**config.mk**
```make
export PLATFORM = sky130hd
export DESIGN_NAME = seg_scan_display
export DESIGN_NICKNAME = d
export VERILOG_FILES = /design/src/rtl/seg_scan_display.sv
export SDC_FILE = /design/constraint.sdc
export NUM_CORES = 1
export LEC_CHECK = 0
export BUFFER_PORTS_ARGS = -buffer_cell sky130_fd_sc_hd__buf_2
export CAP_MARGIN = 10
export CORE_AREA = 2 2 116 118
export DETAILED_ROUTE_END_ITERATION = 8
export DIE_AREA = 0 0 118 120
export PLACE_DENSITY = 0.6
export SETUP_SLACK_MARGIN = 0.4
export SYNTH_ARGS = -nofsm -noshare
export SYNTH_HDL_FRONTEND = slang
export SYNTH_SLANG_ARGS = --single-unit
```
**constraint.sdc**
```tcl
create_clock -name clk -period 5.5 [get_ports clk]
set_input_delay 1.1 -clock clk [delete_from_list [all_inputs] [get_ports clk]]
set_output_delay 1.1 -clock clk [all_outputs]
set_load 0.02 [all_outputs]
```
**src/rtl/seg_scan_display.sv**
```systemverilog
// rtl/seg_scan_display.sv - eight-tube 7-segment scanner with frame latch, leading-zero blanking and blink
module seg_scan_display #(
  parameter int SCAN_DIV  = 100000,
  parameter int BLINK_DIV = 50000000
) (
  input  logic        clk,
  input  logic        rst,
  input  logic        en,
  input  logic [31:0] time_data,
  input  logic        lz_en,
  input  logic [7:0]  blink_mask,
  output logic [7:0]  digit1,
  output logic [7:0]  digit2,
  output logic [7:0]  tube_sel
);

  localparam int SW = $clog2(SCAN_DIV);
  localparam int BW = $clog2(BLINK_DIV);
  localparam logic [SW-1:0] SCAN_LAST  = SW'(SCAN_DIV - 1);
  localparam logic [BW-1:0] BLINK_LAST = BW'(BLINK_DIV - 1);

  logic [SW-1:0] scan_cnt;
  logic [BW-1:0] blink_cnt;
  logic          blink_phase;
  logic [1:0]    idx;
  logic [31:0]   frame;

  logic          tick;
  logic          blink_wrap;
  logic [1:0]    idx_nxt;
  logic [31:0]   src;
  logic [3:0]    nib [8];
  logic [7:0]    blank_lz;
  logic          zrun;
  logic [2:0]    tube_a;
  logic [2:0]    tube_b;
  logic [7:0]    seg_a;
  logic [7:0]    seg_b;
  logic [7:0]    sel_nxt;

  // Nibble to {a,b,c,d,e,f,g,dp}; F is a dash, A..E blank.
  function automatic logic [7:0] seg_of(input logic [3:0] n);
    case (n)
      4'h0: seg_of = 8'hFC;
      4'h1: seg_of = 8'h60;
      4'h2: seg_of = 8'hDA;
      4'h3: seg_of = 8'hF2;
      4'h4: seg_of = 8'h66;
      4'h5: seg_of = 8'hB6;
      4'h6: seg_of = 8'hBE;
      4'h7: seg_of = 8'hE0;
      4'h8: seg_of = 8'hFE;
      4'h9: seg_of = 8'hF6;
      4'hF: seg_of = 8'h02;
      default: seg_of = 8'h00;
    endcase
  endfunction

  assign tick       = (scan_cnt == SCAN_LAST);
  assign blink_wrap = (blink_cnt == BLINK_LAST);

  // Next scan position's segments; the frame-start position reads time_data directly so it matches what gets latched.
  always_comb begin
    idx_nxt  = idx + 2'd1;
    src      = (idx_nxt == 2'd0) ? time_data : frame;
    zrun     = 1'b1;
    blank_lz = 8'h00;
    for (int i = 0; i < 8; i++) begin
      nib[i]      = src[31-4*i -: 4];
      zrun        = zrun & (nib[i] == 4'h0);
      blank_lz[i] = lz_en & zrun & (i != 7);
    end
    tube_a = {1'b0, idx_nxt};
    tube_b = {1'b1, idx_nxt};
    seg_a  = seg_of(nib[tube_a]);
    seg_b  = seg_of(nib[tube_b]);
    if (blank_lz[tube_a] || (!blink_phase && blink_mask[3'd7 - tube_a])) seg_a = 8'h00;
    if (blank_lz[tube_b] || (!blink_phase && blink_mask[3'd7 - tube_b])) seg_b = 8'h00;
    sel_nxt = (8'b1000_0000 >> idx_nxt) | (8'b0000_1000 >> idx_nxt);
  end

  // Scan-rate counter, scan position and frame latch at the start of each frame.
  always_ff @(posedge clk) begin
    if (rst) begin
      scan_cnt <= '0;
      idx      <= 2'd3;
      frame    <= 32'h0;
    end else begin
      scan_cnt <= tick ? '0 : scan_cnt + 1'b1;
      if (tick) begin
        idx <= idx_nxt;
        if (idx_nxt == 2'd0) frame <= time_data;
      end
    end
  end

  // Free-running blink timer; phase starts visible.
  always_ff @(posedge clk) begin
    if (rst) begin
      blink_cnt   <= '0;
      blink_phase <= 1'b1;
    end else begin
      blink_cnt <= blink_wrap ? '0 : blink_cnt + 1'b1;
      if (blink_wrap) blink_phase <= ~blink_phase;
    end
  end

  // Registered tube drive, updated only on scan ticks; en=0 darkens the display.
  always_ff @(posedge clk) begin
    if (rst) begin
      digit1   <= 8'h00;
      digit2   <= 8'h00;
      tube_sel <= 8'h00;
    end else if (tick) begin
      digit1   <= en ? seg_a : 8'h00;
      digit2   <= en ? seg_b : 8'h00;
      tube_sel <= en ? sel_nxt : 8'h00;
    end
  end

endmodule
```
=== After elaboration in Yosys (flattened, before gate mapping) ===
Memories as Yosys holds them, arrays and structs flattened.
Cells that the tools add are included.

* Input bits: 44
* ROM bits: 224
* Register bits: 102
* Output and inout port bits: 24
* Bits in latches: 0
* Word-level logic and storage cells: 77
* Memories: 2
* Memory bits (writable): 0

* Muxes and demuxes: 20
* Magnitude comparators: 6
* Bitwise operators: 17
* Reduce and logical (&&, ||, !) cells: 15
* Multipliers: 0
* Add/subtract/negate cells: 5
* Equality and inequality tests: 2
* Shifts and indexed selects: 2
* Div/mod/pow operators: 0

{| class="wikitable"
|+ Memory list
! memory !! depth !! width !! rd ports !! clocked after Yosys merged registers in !! write ports !! line !! text
|-
| (name not given) || 16 || 7 || 1 || 0 || 0 || 43 || <nowiki>case (n)</nowiki>
|-
| (name not given) || 16 || 7 || 1 || 0 || 0 || 43 ||
|}

{| class="wikitable"
|+ Operators by type and width
! kind !! count
|-
| 8-bit 2-to-1 mux || 5
|-
| 32-bit 2-to-1 mux || 1
|-
| 4-bit logical NOT || 7
|-
| 26-bit by 1-bit adder with 26-bit output (second input constant) || 1
|-
| 26-bit == test (second input constant) || 1
|-
| 4-bit binary-select mux with 3-bit select || 2
|-
| 17-bit by 1-bit adder with 17-bit output (second input constant) || 1
|-
| 17-bit == test (second input constant) || 1
|-
| 4-bit 2-to-1 mux || 4
|-
| 1-bit AND || 13
|-
| 3-bit by 4-bit < comparator with 1-bit output (second input constant) || 3
|-
| 4-bit greater-or-equal comparator (second input constant) || 2
|-
| 8-bit bitwise OR || 1
|-
| 4-bit by 2-bit >> shifter with 8-bit output (first input constant) || 1
|-
| 8-bit by 2-bit >> shifter with 8-bit output (first input constant) || 1
|-
| 1-bit binary-select mux with 3-bit select || 2
|-
| 1-bit binary-select mux with 2-bit select || 2
|-
| 2-bit by 4-bit < comparator with 1-bit output (second input constant) || 1
|-
| 1-bit 2-to-1 mux || 4
|-
| 2-bit NOT with 4-bit output || 1
|-
| 3-bit NOT with 4-bit output || 1
|-
| 2-bit OR reduction || 2
|-
| 3-bit by 2-bit subtractor with 3-bit output (first input constant) || 1
|-
| 3-bit subtractor (first input constant) || 1
|-
| 6 further kinds || 8
|}

=== Longest topological paths before layout ===
Gate-level depths: netlist (run 1).

* Depth in word-level cells: 16
* Gate-level depth with buffers: 12
* Gate-level depth less buffers: 10

=== Worst setup path after synthesis (run 1) ===
Ideal clock, no wire load.

* Kind: flip-flop to flip-flop
* Start point: register idx[0]
* End point: register digit1[1]
* Data arrival time: 2.643 ns
* Path slack: 2.732 ns
* Clock period less this slack: 2.768 ns
* Buffers on the path: 2
* Stages on the path, launching flop included: 10
* Setup time: 0.125 ns
* Required time: 5.375 ns
* Path through: dfxtp_1 > buf_2 > inv_2 > ha_1 > clkbuf_4 > mux4_2 > mux2i_2 > mux2_2 > mux2i_1 > o21ai_0

* Word-level cells in the longest chain between the ends: 13
* Elaborated cells between the ends (all ways): 28
* Those cells by class: add/sub (2); mux (10); bitwise (8); reduce/logical (7); memory (1)

{| class="wikitable"
|+ Ends and longest elaborated chain
! item !! line !! text
|-
| start, declared || 25 || <nowiki>logic [1:0] idx;</nowiki>
|-
| start signal, assigned || 91 || <nowiki>idx <= idx_nxt;</nowiki>
|-
| 2-bit by 1-bit adder with 2-bit output * || 64 || <nowiki>idx_nxt = idx + 2'd1;</nowiki>
|-
| via idx_nxt[0] || 30 || <nowiki>logic [1:0] idx_nxt;</nowiki>
|-
| branches (longest 10 deep; another with memory 16 x 7 bit) || n/a ||
|-
| 8-bit 2-to-1 mux * || 77 || <nowiki>if (blank_lz[tube_a] || (!blink_phase && blink_mask[3'd7 - tube_a])) seg_a = 8'h00;</nowiki>
|-
| 8-bit 2-to-1 mux * || 115 || <nowiki>digit1 <= en ? seg_a : 8'h00;</nowiki>
|-
| end signal, assigned || 115 ||
|-
| end, declared || 12 || <nowiki>output logic [7:0] digit1,</nowiki>
|}

Mark *: on every way through the listed nets, which the timed path passes. The select of a mux whose other input is x is not followed.
A chain may end at the register's enable or synchronous reset.

=== Final worst setup path (run 1) ===
* Start point: register idx[0]
* End point: register digit2[6]

* Word-level cells in the longest chain between the ends: 16
* Elaborated cells between the ends (all ways): 33
* Those cells by class: add/sub (2); mux (10); bitwise (10); reduce/logical (10); memory (1)

{| class="wikitable"
|+ Ends and longest elaborated chain
! item !! line !! text
|-
| 2-bit by 1-bit adder with 2-bit output * || 64 ||
|-
| 2-bit logical NOT || 65 || <nowiki>src = (idx_nxt == 2'd0) ? time_data : frame;</nowiki>
|-
| 32-bit 2-to-1 mux || n/a ||
|-
| 4-bit logical NOT || 70 || <nowiki>zrun = zrun & (nib[i] == 4'h0);</nowiki>
|-
| 1-bit AND (6 in series) || 70 ||
|-
| 1-bit AND || 71 || <nowiki>blank_lz[i] = lz_en & zrun & (i != 7);</nowiki>
|-
| 1-bit binary-select mux with 2-bit select || 78 || <nowiki>if (blank_lz[tube_b] || (!blink_phase && blink_mask[3'd7 - tube_b])) seg_b = 8'h00;</nowiki>
|-
| 1-bit 2-to-1 mux (not written as such) || 78 ||
|-
| 1-bit logical OR || 78 ||
|-
| 8-bit 2-to-1 mux * || 78 ||
|-
| 8-bit 2-to-1 mux * || 116 || <nowiki>digit2 <= en ? seg_b : 8'h00;</nowiki>
|-
| end signal, assigned || 116 ||
|-
| end, declared || 13 || <nowiki>output logic [7:0] digit2,</nowiki>
|}

Mark *: on every way between the ends. The rest lies on a longest branch, timed or not. The select of a mux whose other input is x is not followed.

==> metrics.md, run 1 <==
| Metric | Value |
|---|---|
| Final net count | `between 600 and 700` |
| Hold Buf Count CTS | `0` |
| Starting DRC count in detailed routing | `275` |
| FMAX | `around 0.28 GHz` |
| Yosys cell types | `54` |
| Synthesized cell area | `just over 5000 um2` |
| Period utilisation layout | `65.94%` |
| Seq/Total Area, Yosys | `a little under two fifths` |
| Antenna diode count | `0` |
| Critical path required time | `approximately 5.7 ns` |
| Worst-Margin Slew | `between 1 and 1.5 ns` |
| Yosys reg bits | `between 90 and 100` |
| FF-to-FF setup slack | `roughly 1.9 ns` |
| Vias in the first global route | `approximately 3,700` |
| First-pass GRT wire length | `19,020 um` |
| Slowest CP cell | `ha_2` |
| Final setup violation count | `0` |
| Crit path max fanout | `48` |
| Status | `complete, no violations` |
| CP Cell Sequence | `ha_2 > mux2i_1 > nand2_1 > a2111oi_0 > a311oi_1 > a22o_1` |
| Crit path launch | `idx[0]$_SDFFE_PP1P_` |
| Drt pass-1 iters | `5` |
| Crit path arrival time | `~3.9 ns` |
| Vias per cell | `~5.2` |
| Die width | `about 120 um` |
| R2R Path Start | `idx[0]$_SDFFE_PP1P_` |
| CP Capture Type | `flip-flop` |
| Largest net degree at the start of global routing | `between 40 and 50` |
| # DRC | `0` |
| Die area | `around 14,000 um2` |
| Cells after Synth | `approximately 560` |
| Row count | `42` |
| Core area | `roughly 13,000 um2` |
| Peak VDD IR | `140.1 uV` |
| Top post-synthesis cells by count | `96 x dfxtp_1, 77 x nand2_1, 66 x nor2_1` |
| Setup TNS | `0 ns` |
| RSZ-0062 raised after global routing | `false` |
| Per-cell routed wire length | `between 10 and 15 um` |
| Yosys top cell by area | `dfxtp_1` |
| RR Endpoint | `digit2[6]$_SDFFE_PP0P_` |
| Maximum buffer depth of the clock tree | `2` |
| Max-Cap Viols | `0` |
| Top-count cell post-synth | `dfxtp_1` |
| Final Slew Violations | `0` |
| RePlAce Congestion | `0.8671` |
| Synth area leaders | `dfxtp_1 38%, mux2i_1 6.7%, nand2_1 5.7%` |
| Max Clock Skew | `just under 0.007 ns` |
| Antenna violations before repair | `0` |
| CTS tree | `yes` |
| Starting Density | `38.99%` |
| Critical path type | `reg2reg` |
| Worst hold margin | `approximately 0.45 ns` |
| Prevailing post-synth register cell | `dfxtp_1` |
| Port Buffer Count | `between 60 and 70` |
| Share of cells above drive strength 1 | `a little under a fifth` |
| Fin. Hold Viols | `0` |
| Synthesis Warnings | `0` |
| Pwr Density | `between 200 and 300 nW/um2` |
| Inserted Clock Buffers | `9` |
| HPWL after detailed placement | `between 8000 and 9000 um` |
| Die Height | `~120 um` |
| DR vias | `4,116` |
| Post-cts resize count | `0` |
| Reg2Reg Depth | `6` |
| IO Pins | `68` |
| Post-Route WL | `between 10,000 and 15,000 um` |
| Synth Area per Inst | `around 9 um2` |
| Design Power | `roughly 1500 uW` |
| Worst-skew pair later-pin latency | `around 0.35 ns` |
| P_leak | `0.002419 uW` |
| Post CTS Setup Buffer Count | `0` |
| Yosys top cell area share | `37.97%` |
| Slew HR | `22.61%` |
| H-tree levels | `3` |
| Area grow syn2layout | `14.49%` |
| CTS clk-pin slew, worst paths | `about 0.06 ns` |
| FFs w/ async S/R, synth | `0%` |
| Gr ovfl total | `0` |
| Total global-route track usage | `between 10% and 20%` |
| Worst setup path endpoint | `digit2[6]$_SDFFE_PP0P_` |
| Sink Count | `96` |
| HP Class | `reg2reg` |
| Antenna Violating Nets Remaining | `0` |
| Post-synth EDFFs | `0` |
| CP startpoint kind | `flip-flop` |
| Fin crit period | `approximately 3.6 ns` |
| Root buf cell | `clkbuf_16` |
| Crit path largest cell delay | `roughly 1.1 ns` |
-- cells in the final DEF, fill, tap and decap left out, types with 4 or more instances in the layout --
cell type | synthesis | layout
a22o_1 | 11 | 11
o211a_1 | 7 | 7
buf_2 | 7 | 65
nand4_1 | 9 | 9
dfxtp_1 | 96 | 96
a211oi_1 | 5 | 5
o21ai_0 | 10 | 10
nor2_1 | 66 | 66
nand3_1 | 16 | 16
xnor2_1 | 24 | 24
or4_1 | 4 | 4
nand2_1 | 77 | 77
nor4_1 | 16 | 16
clkbuf_16 | 0 | 9
mux2i_1 | 34 | 34
a21oi_1 | 24 | 24
mux2_2 | 4 | 4
ha_1 | 20 | 19
xor2_1 | 17 | 17
nor3_1 | 12 | 12
and4_1 | 4 | 4
mux4_2 | 12 | 12
inv_1 | 16 | 16
-- flip-flops by register name (all words and copies together) (netlist names) --
signal / cells
blink_cnt: 26
digit2: 7
digit1: 7
idx: 2
scan_cnt: 17
blink_phase: 1
frame: 32
tube_sel: 4
-- where the power goes --
group	internal, uW	total, uW	switching, uW
Combinational	37.8	91.2	53.4
Clock	424	685	261
Sequential	699	703	4.02
-- worst max-delay path: cells and delay by family, from the launching register on --
family | cells | cell delay [ns]
fa+ha+maj | 1 | 1.06
compound gates | 3 | 1.32
mux | 1 | 0.40
simple gates | 1 | 0.09
flops | 1 | 0.64
-- worst min-delay path by stage --
stage,cells after the start,end,start
2_1_floorplan,1,scan_cnt[0]$_SDFF_PP0_,scan_cnt[0]$_SDFF_PP0_
3_3_place_gp,2,digit1[7]$_SDFFE_PP0P_,digit1[7]$_SDFFE_PP0P_
3_5_place_dp,2,digit1[6]$_SDFFE_PP0P_,digit1[6]$_SDFFE_PP0P_
4_1_cts,2,digit1[6]$_SDFFE_PP0P_,digit1[6]$_SDFFE_PP0P_
5_1_grt,2,frame[3]$_SDFFE_PP0P_,frame[3]$_SDFFE_PP0P_
6_report,2,digit1[2]$_SDFFE_PP0P_,digit1[2]$_SDFFE_PP0P_
-- layer usage --
layer / global-route usage [%] / routed length [um]
met5: 0 / 0
met4: 7.003 / 225
met3: 2.804 / 557
met2: 25.65 / 5232
met1: 24.05 / 5817
-- logic make-up (layout without fill, tap and decap cells) --
family,count (synthesis),count (layout),share of synthesized area (%)
AND/OR/NAND/NOR,231,231,22.00
XOR/XNOR,41,41,7.095
other,1,2,0.07409
adder cells (fa/ha/maj),20,20,4.944
AO/OA/AOI/OAI,73,73,10.06
flip-flops,96,96,37.97
multiplexers,51,51,13.23
buffers and inverters,49,101,4.623
-- final cells by class --
type                            count  area [um2]
Clock buffer                       12       256.5
Clock inverter                      4       76.32
Fill cell                        1286        7186
Inverter                           18       67.56
Multi-Input combinational cell    418        2912
Sequential cell                    96        1922
Tap cell                          176       220.2
Timing Repair Buffer               67       340.3
-- through the flow --
step	cell area [um2]	instances	util [%]	worst slack, ns
after floorplan	5065	563	-	2.732
after global placement	5461	775	42.08	2.045
after detailed placement	5461	775	42.08	1.875
after CTS	5794	791	44.64	1.843
after global routing	5794	791	44.64	1.535
final	5794	791	44.64	1.873
Power figures use the tool's default switching activity.
==> run 2, diff against run 1 <==
clock period = 3.41 ns   (was 5.5 ns; I/O delays follow)
==> run 2 against run 1 <==
Effect of this change: routed wire length rose by 1.8%; clock skew is 0.0020 ns higher; total power up 56%; worst hold slack better by 0.0012 ns; sequential share of layout area shrank 0.078 points; count of clock-buffer cells in the layout did not move; critical endpoint is now digit1[3]$_SDFFE_PP0P_; largest power group unchanged; highest routed layer unchanged.
==> metrics.md, run 2 (synthesis results as in run 1) <==
| Metric | Value |
|---|---|
| Starting DRC count in detailed routing | `215 (-22%)` |
| Period utilisation layout | `78.88% (+13 points)` |
| Row count | `42 (unchanged)` |
| IO Pins | `68 (unchanged)` |
| Inserted Clock Buffers | `9 (unchanged)` |
| DR vias | `4,105 (-0.27%)` |
| Min setup slack post-route | `0.7200 ns (-1.153 ns)` |
| Final net count | `678 (+0.59%)` |
| Sink Count | `96 (unchanged)` |
| CP startpoint kind | `flip-flop` |
| Fin. Hold Viols | `0 (unchanged)` |
| P_leak | `0.002426 uW (+0.27%)` |
| Max Clock Skew | `0.008871 ns (+0.001956 ns)` |
| Peak VDD IR | `194.0 uV (+39%)` |
| Max FFs per register | `32 (unchanged)` |
| Per-cell routed wire length | `15.15 um (+1.3%)` |
| Critical path required time | `3.69 ns (-2.05 ns)` |
| Pwr Density | `396.9 nW/um2 (+55%)` |
| Root buf cell | `clkbuf_16` |
| Max-Cap Viols | `0 (unchanged)` |
| Worst-skew pair later-pin latency | `0.35 ns (about the same)` |
| Design Power | `2307 uW (+56%)` |
| Filler cell count | `1,269 (-1.3%)` |
| Commonest non-fill, non-tap cell in the layout | `dfxtp_1` |
| Total global-route track usage | `17.70% (+0.72 points)` |
| Area grow syn2layout | `14.83%` |
| HPWL after detailed placement | `8995 um (+2.1%)` |
| Die width | `118 um (unchanged)` |
| Most frequent cells in the layout | `95 x dfxtp_1, 77 x nand2_1, 66 x nor2_1` |
| Core area | `12,980 um2 (unchanged)` |
| Largest net degree at the start of global routing | `49 (unchanged)` |
| Gr ovfl total | `0 (unchanged)` |
| CTS tree | `yes` |
| Worst-Margin Slew | `1.196 ns (+0.03524 ns)` |
| # DRC | `0 (unchanged)` |
| Antenna Violating Nets Remaining | `0 (unchanged)` |
| Hold Buf Count CTS | `0 (unchanged)` |
| RSZ-0062 raised after global routing | `false` |
| Post-Place Setup Slack | `0.5619 ns (-1.313 ns)` |
| Share of cells above drive strength 1 | `18.74% (+0.69 points)` |
| Port Buffer Count | `65 (unchanged)` |
| RePlAce Congestion | `0.8701 (+0.35%)` |
| Crit path max fanout | `10 (-79%)` |
| HP Class | `reg2reg` |
| CP Capture Type | `flip-flop` |
| Post-Route WL | `12,050 um (+1.8%)` |
| Crit path arrival time | `2.97 ns (-0.90 ns)` |
| Fin crit period | `2.690 ns (-0.9366 ns)` |
| Starting Density | `38.99% (unchanged)` |
| FMAX | `0.3718 GHz (+35%)` |
| Antenna diode count | `0 (unchanged)` |
| Maximum buffer depth of the clock tree | `2 (unchanged)` |
| Slew HR | `19.97% (-2.6 points)` |
| H-tree levels | `3 (unchanged)` |
| CTS clk-pin slew, worst paths | `0.07 ns (about the same)` |
| Die area | `14,160 um2 (unchanged)` |
| Vias per cell | `5.164 (-0.77%)` |
| Most flops, register | `frame` |
| First-pass GRT wire length | `19,870 um (+4.4%)` |
| Final Slew Violations | `0 (unchanged)` |
| Status | `complete, no violations` |
| Vias in the first global route | `3,960 (+5.9%)` |
| Final setup violation count | `0 (unchanged)` |
| Critical path type | `reg2reg` |
| Antenna violations before repair | `0 (unchanged)` |
| Die Height | `120 um (unchanged)` |
| Drt pass-1 iters | `4 (-1)` |
| Post CTS Setup Buffer Count | `0 (unchanged)` |
| Setup TNS | `0 ns (unchanged)` |
| Biggest regs | `frame: 32 flops, blink_cnt: 26 flops, scan_cnt: 17 flops` |
## run 2: final timing paths
kind / startpoint / end / slack, ns / depth (start not counted)
worst max register to register: idx[0]$_SDFFE_PP1P_ / digit1[3]$_SDFFE_PP0P_ / 0.72 / 6
worst min-delay path: frame[0]$_SDFFE_PP0P_ / frame[0]$_SDFFE_PP0P_ / 0.45 / 2
worst min register to register: frame[0]$_SDFFE_PP0P_ / frame[0]$_SDFFE_PP0P_ / 0.45 / 2
worst max-delay path: idx[0]$_SDFFE_PP1P_ / digit1[3]$_SDFFE_PP0P_ / 0.72 / 6
## run 2: per-stage QoR
| step | std cells | hold WS, ns | utilization (%) | cell area (um2) |
|---|---|---|---|---|
| finish | 795 | 0.4526 | 44.78 | 5812 |
| global route | 795 | 0.4810 | 44.78 | 5812 |
| CTS | 795 | 0.4547 | 44.72 | 5804 |
| detailed placement | 779 | 0.4440 | 42.40 | 5504 |
| global placement | 779 | 0.4340 | 42.40 | 5504 |
| floorplan | 563 | 0.4297 | - | 5065 |
## run 2: report_power, final
group | total, uW | internal, uW | switching (uW) | leakage (uW)
logic | 149 | 61.9 | 87.5 | 0.00151
clock network | 1020 | 591 | 433 | 0.000139
registers | 1130 | 1130 | 6.79 | 0.000774
total | 2310 | 1780 | 527 | 0.00243
## run 2: area by class of cell
type                            instances  area [um2]  share of cell area, %
Clock buffer                           12       246.5                  4.241
Clock inverter                          4       53.80                 0.9257
Inverter                               18       67.56                  1.163
Multi-Input combinational cell        418        2918                  50.20
Sequential cell                        96        1923                  33.09
Tap cell                              176       220.2                  3.789
Timing Repair Buffer                   71       382.9                  6.588
## run 2: routing by layer
| layer | wire [um] | part of all wire (%) | track usage, % | vias to the layer above |
|---|---|---|---|---|
| met2 | 5271 | 44 | 26.78 | 107 |
| met4 | 245 | 2.0 | 7.907 | 0 |
| met3 | 709 | 5.9 | 3.279 | 18 |
| li1 | - | - | - | 2070 |
| met1 | 5820 | 48 | 24.57 | 1910 |
| met5 | 0 | 0 | 0 | - |
## run 2: critical path: stages, from the launching register on
cell and delay [ns]:
dfxtp_2 0.47, inv_2 0.06, ha_1 0.52, mux4_2 0.55, mux2i_1 0.49, mux2_2 0.41
o21ai_0 0.13
## run 2: timing repair
action / CTS / global route
endpoints found under the setup margin: 0 / 13
endpoints found under the hold margin: 0 / 0
resized for setup: 0 / 2
==> run 3, diff against run 2 <==
PLACE_DENSITY = 0.62   (was 0.6)
clock period = 2.3 ns   (was 3.41 ns; I/O delays follow)
==> run 3 against run 2 <==
Effect of this change: the run now ends with setup timing left; first-iteration DRC count increased by 28%; die area unchanged; core utilization increased by 9.0 points; critical path type unchanged; worst hold slack got worse by 0.082 ns; critical endpoint is now digit1[1]$_SDFFE_PP0P_; highest routed layer unchanged; register-to-register slack got worse by 0.73 ns; setup slack got worse by 0.73 ns; routed wire length increased by 16%; largest power group unchanged; clock skew decreased by 0.00082 ns; fmax increased by 17%; sequential power increased by 49%; sequential share of layout area decreased by 5.5 points; combinational power increased by 100%.
==> metrics.md, run 3 (synthesis results as in run 1) <==
| Metric | Value |
|---|---|
| Status | `finished with violations` |
| Violated checks | `setup timing` |
| Critical path required time | `2.53 ns (-1.16 ns)` |
| Most Crowded Layer GR | `met2` |
| Critical path type | `reg2reg` |
| Sink Count | `96 (unchanged)` |
| Fin cells | `867 (+9.1%)` |
| Die width | `118 um (unchanged)` |
| Final setup violation count | `1 (+1)` |
| Vias in the first global route | `4,361 (+10%)` |
| Fin crit period | `2.306 ns (-0.3842 ns)` |
| Min setup slack post-route | `-0.005765 ns (-0.7258 ns)` |
| Slowest CP cell | `mux4_2` |
| Crit path arrival time | `2.54 ns (-0.43 ns)` |
| Final Slew Violations | `0 (unchanged)` |
| RSZ-0062 raised after global routing | `true` |
| Slew HR | `62.02% (+42 points)` |
| CTS clk-pin slew, worst paths | `0.06 ns (about the same)` |
| Max-Cap Viols | `0 (unchanged)` |
| # DRC | `0 (unchanged)` |
| Filler cell count | `1,182 (-6.9%)` |
| Most frequent cells in the layout | `93 x dfxtp_1, 66 x buf_2, 61 x nor2_1` |
| Post-Route WL | `13,980 um (+16%)` |
| IO Pins | `68 (unchanged)` |
| Port Buffer Count | `65 (unchanged)` |
| H-tree levels | `3 (unchanged)` |
| Vias per cell | `5.213 (+0.97%)` |
| Area grow syn2layout | `37.85%` |
| Inserted Clock Buffers | `9 (unchanged)` |
| Cells after DPL | `829 (+6.4%)` |
| Met2 Use GR | `30.09% (+3.3 points)` |
| Worst-Margin Slew | `0.5645 ns (-0.6315 ns)` |
| Total global-route track usage | `19.20% (+1.5 points)` |
| Final net count | `749 (+10%)` |
| Worst-skew pair later-pin latency | `0.35 ns (about the same)` |
| Design Power | `3422 uW (+48%)` |
| Crit path max fanout | `7 (-3)` |
| CP startpoint kind | `flip-flop` |
| FF+latch area | `1928 um2 (+0.26%)` |
| Setup TNS | `-0.005765 ns (-0.005765 ns)` |
| CP Cell Sequence | `buf_6 > inv_8 > ha_4 > mux4_2 > mux2i_4 > mux2_4 > mux2i_1 > o21ai_1` |
| P_leak | `0.002993 uW (+23%)` |
| Max FFs per register | `32 (unchanged)` |
| First-pass GRT wire length | `21,700 um (+9.2%)` |
| Starting Density | `38.99% (unchanged)` |
| Drt pass-1 iters | `4 (unchanged)` |
| Post-Place Setup Slack | `-0.05843 ns (-0.6203 ns)` |
| Most flops, register | `frame` |
| Maximum buffer depth of the clock tree | `2 (unchanged)` |
| Period utilisation layout | `100.3% (+21 points)` |
| Crit path largest cell delay | `0.54 ns (about the same)` |
| Pwr Density | `490.5 nW/um2 (+24%)` |
| Commonest non-fill, non-tap cell in the layout | `dfxtp_1` |
| CTS tree | `yes` |
| Root buf cell | `clkbuf_16` |
| Largest net degree at the start of global routing | `33 (-33%)` |
| Share of cells above drive strength 1 | `39.28% (+21 points)` |
| Row count | `42 (unchanged)` |
| Antenna violations before repair | `1 (+1)` |
| Hold Buf Count CTS | `0 (unchanged)` |
| Antenna Violating Nets Remaining | `0 (unchanged)` |
| Die Height | `120 um (unchanged)` |
| Peak VDD IR | `315.4 uV (+63%)` |
| Met1 GRT Util | `26.13% (+1.6 points)` |
| HP Class | `in2reg` |
| FMAX | `0.4337 GHz (+17%)` |
| Core area | `12,980 um2 (unchanged)` |
| Global Route met3 Usage | `3.232% (-0.048 points)` |
| Max Clock Skew | `0.008055 ns (-0.0008154 ns)` |
| Die area | `14,160 um2 (unchanged)` |
| DR vias | `4,520 (+10%)` |
| Gr ovfl total | `0 (unchanged)` |
| Biggest regs | `frame: 32 flops, blink_cnt: 26 flops, scan_cnt: 17 flops` |
| Starting DRC count in detailed routing | `276 (+28%)` |
| RePlAce Congestion | `0.8367 (-3.8%)` |
| CP Capture Type | `flip-flop` |
| Per-cell routed wire length | `16.13 um (+6.4%)` |
| HPWL after detailed placement | `9493 um (+5.5%)` |
| Area of the multi-input gates | `3376 um2 (+16%)` |
| Fin. Hold Viols | `0 (unchanged)` |
-- run 3: repair_timing --
action,CTS,global route
endpoints found under the setup margin,75,76
resized for setup,58,77
gates cloned,6,2
buffers inserted,9,4
pin swaps,24,55
-- run 3: worst max-delay path: cells and delay by family (launching register included) --
kind            cells  cell delay (ns)
mux                 4             1.27
buf+inv             2             0.15
fa+ha+maj           1             0.33
compound gates      1             0.07
flops               1             0.37
-- run 3: final cells by class --
class	count	area share (%)
clock buffer	12	3.676
clock inverter	4	0.4125
inverter	18	1.130
timing repair buffer	141	15.57
multi-input combinational	419	48.39
tap	176	3.156
antenna	1	0.03587
sequential	96	27.64
-- run 3: through the flow --
stage / utilization [%] / area [um2] / hold slack [ns]
finish: 53.75 / 6977 / 0.3710
detailed placement: 46.07 / 5979 / 0.4450
global placement: 46.07 / 5979 / 0.4391
global route: 53.75 / 6977 / 0.3708
CTS: 51.18 / 6643 / 0.3543
floorplan: - / 5182 / 0.4297
-- run 3: worst paths after layout --
check	startpoint	to	slack, ns	cells after the start
setup / recovery	idx[0]$_SDFFE_PP1P_	digit1[1]$_SDFFE_PP0P_	-0.006	8
hold reg to reg	digit1[2]$_SDFFE_PP0P_	digit1[2]$_SDFFE_PP0P_	0.44	2
hold / removal	time_data[20]	frame[20]$_SDFFE_PP0P_	0.37	3
setup reg to reg	idx[0]$_SDFFE_PP1P_	digit1[1]$_SDFFE_PP0P_	-0.006	8
-- run 3: power breakdown --
part | switching (uW) | internal, uW | leakage [uW]
clock | 646 | 793 | 0.000135
sequential | 9.49 | 1670 | 0.000774
combinational | 164 | 140 | 0.00208
total | 820 | 2600 | 0.00299
-- run 3: layer usage --
metal	part of all wire [%]	routed length, um
met1	46	6466
met2	47	6575
met3	4.6	640
met4	2.1	299
met5	0	0
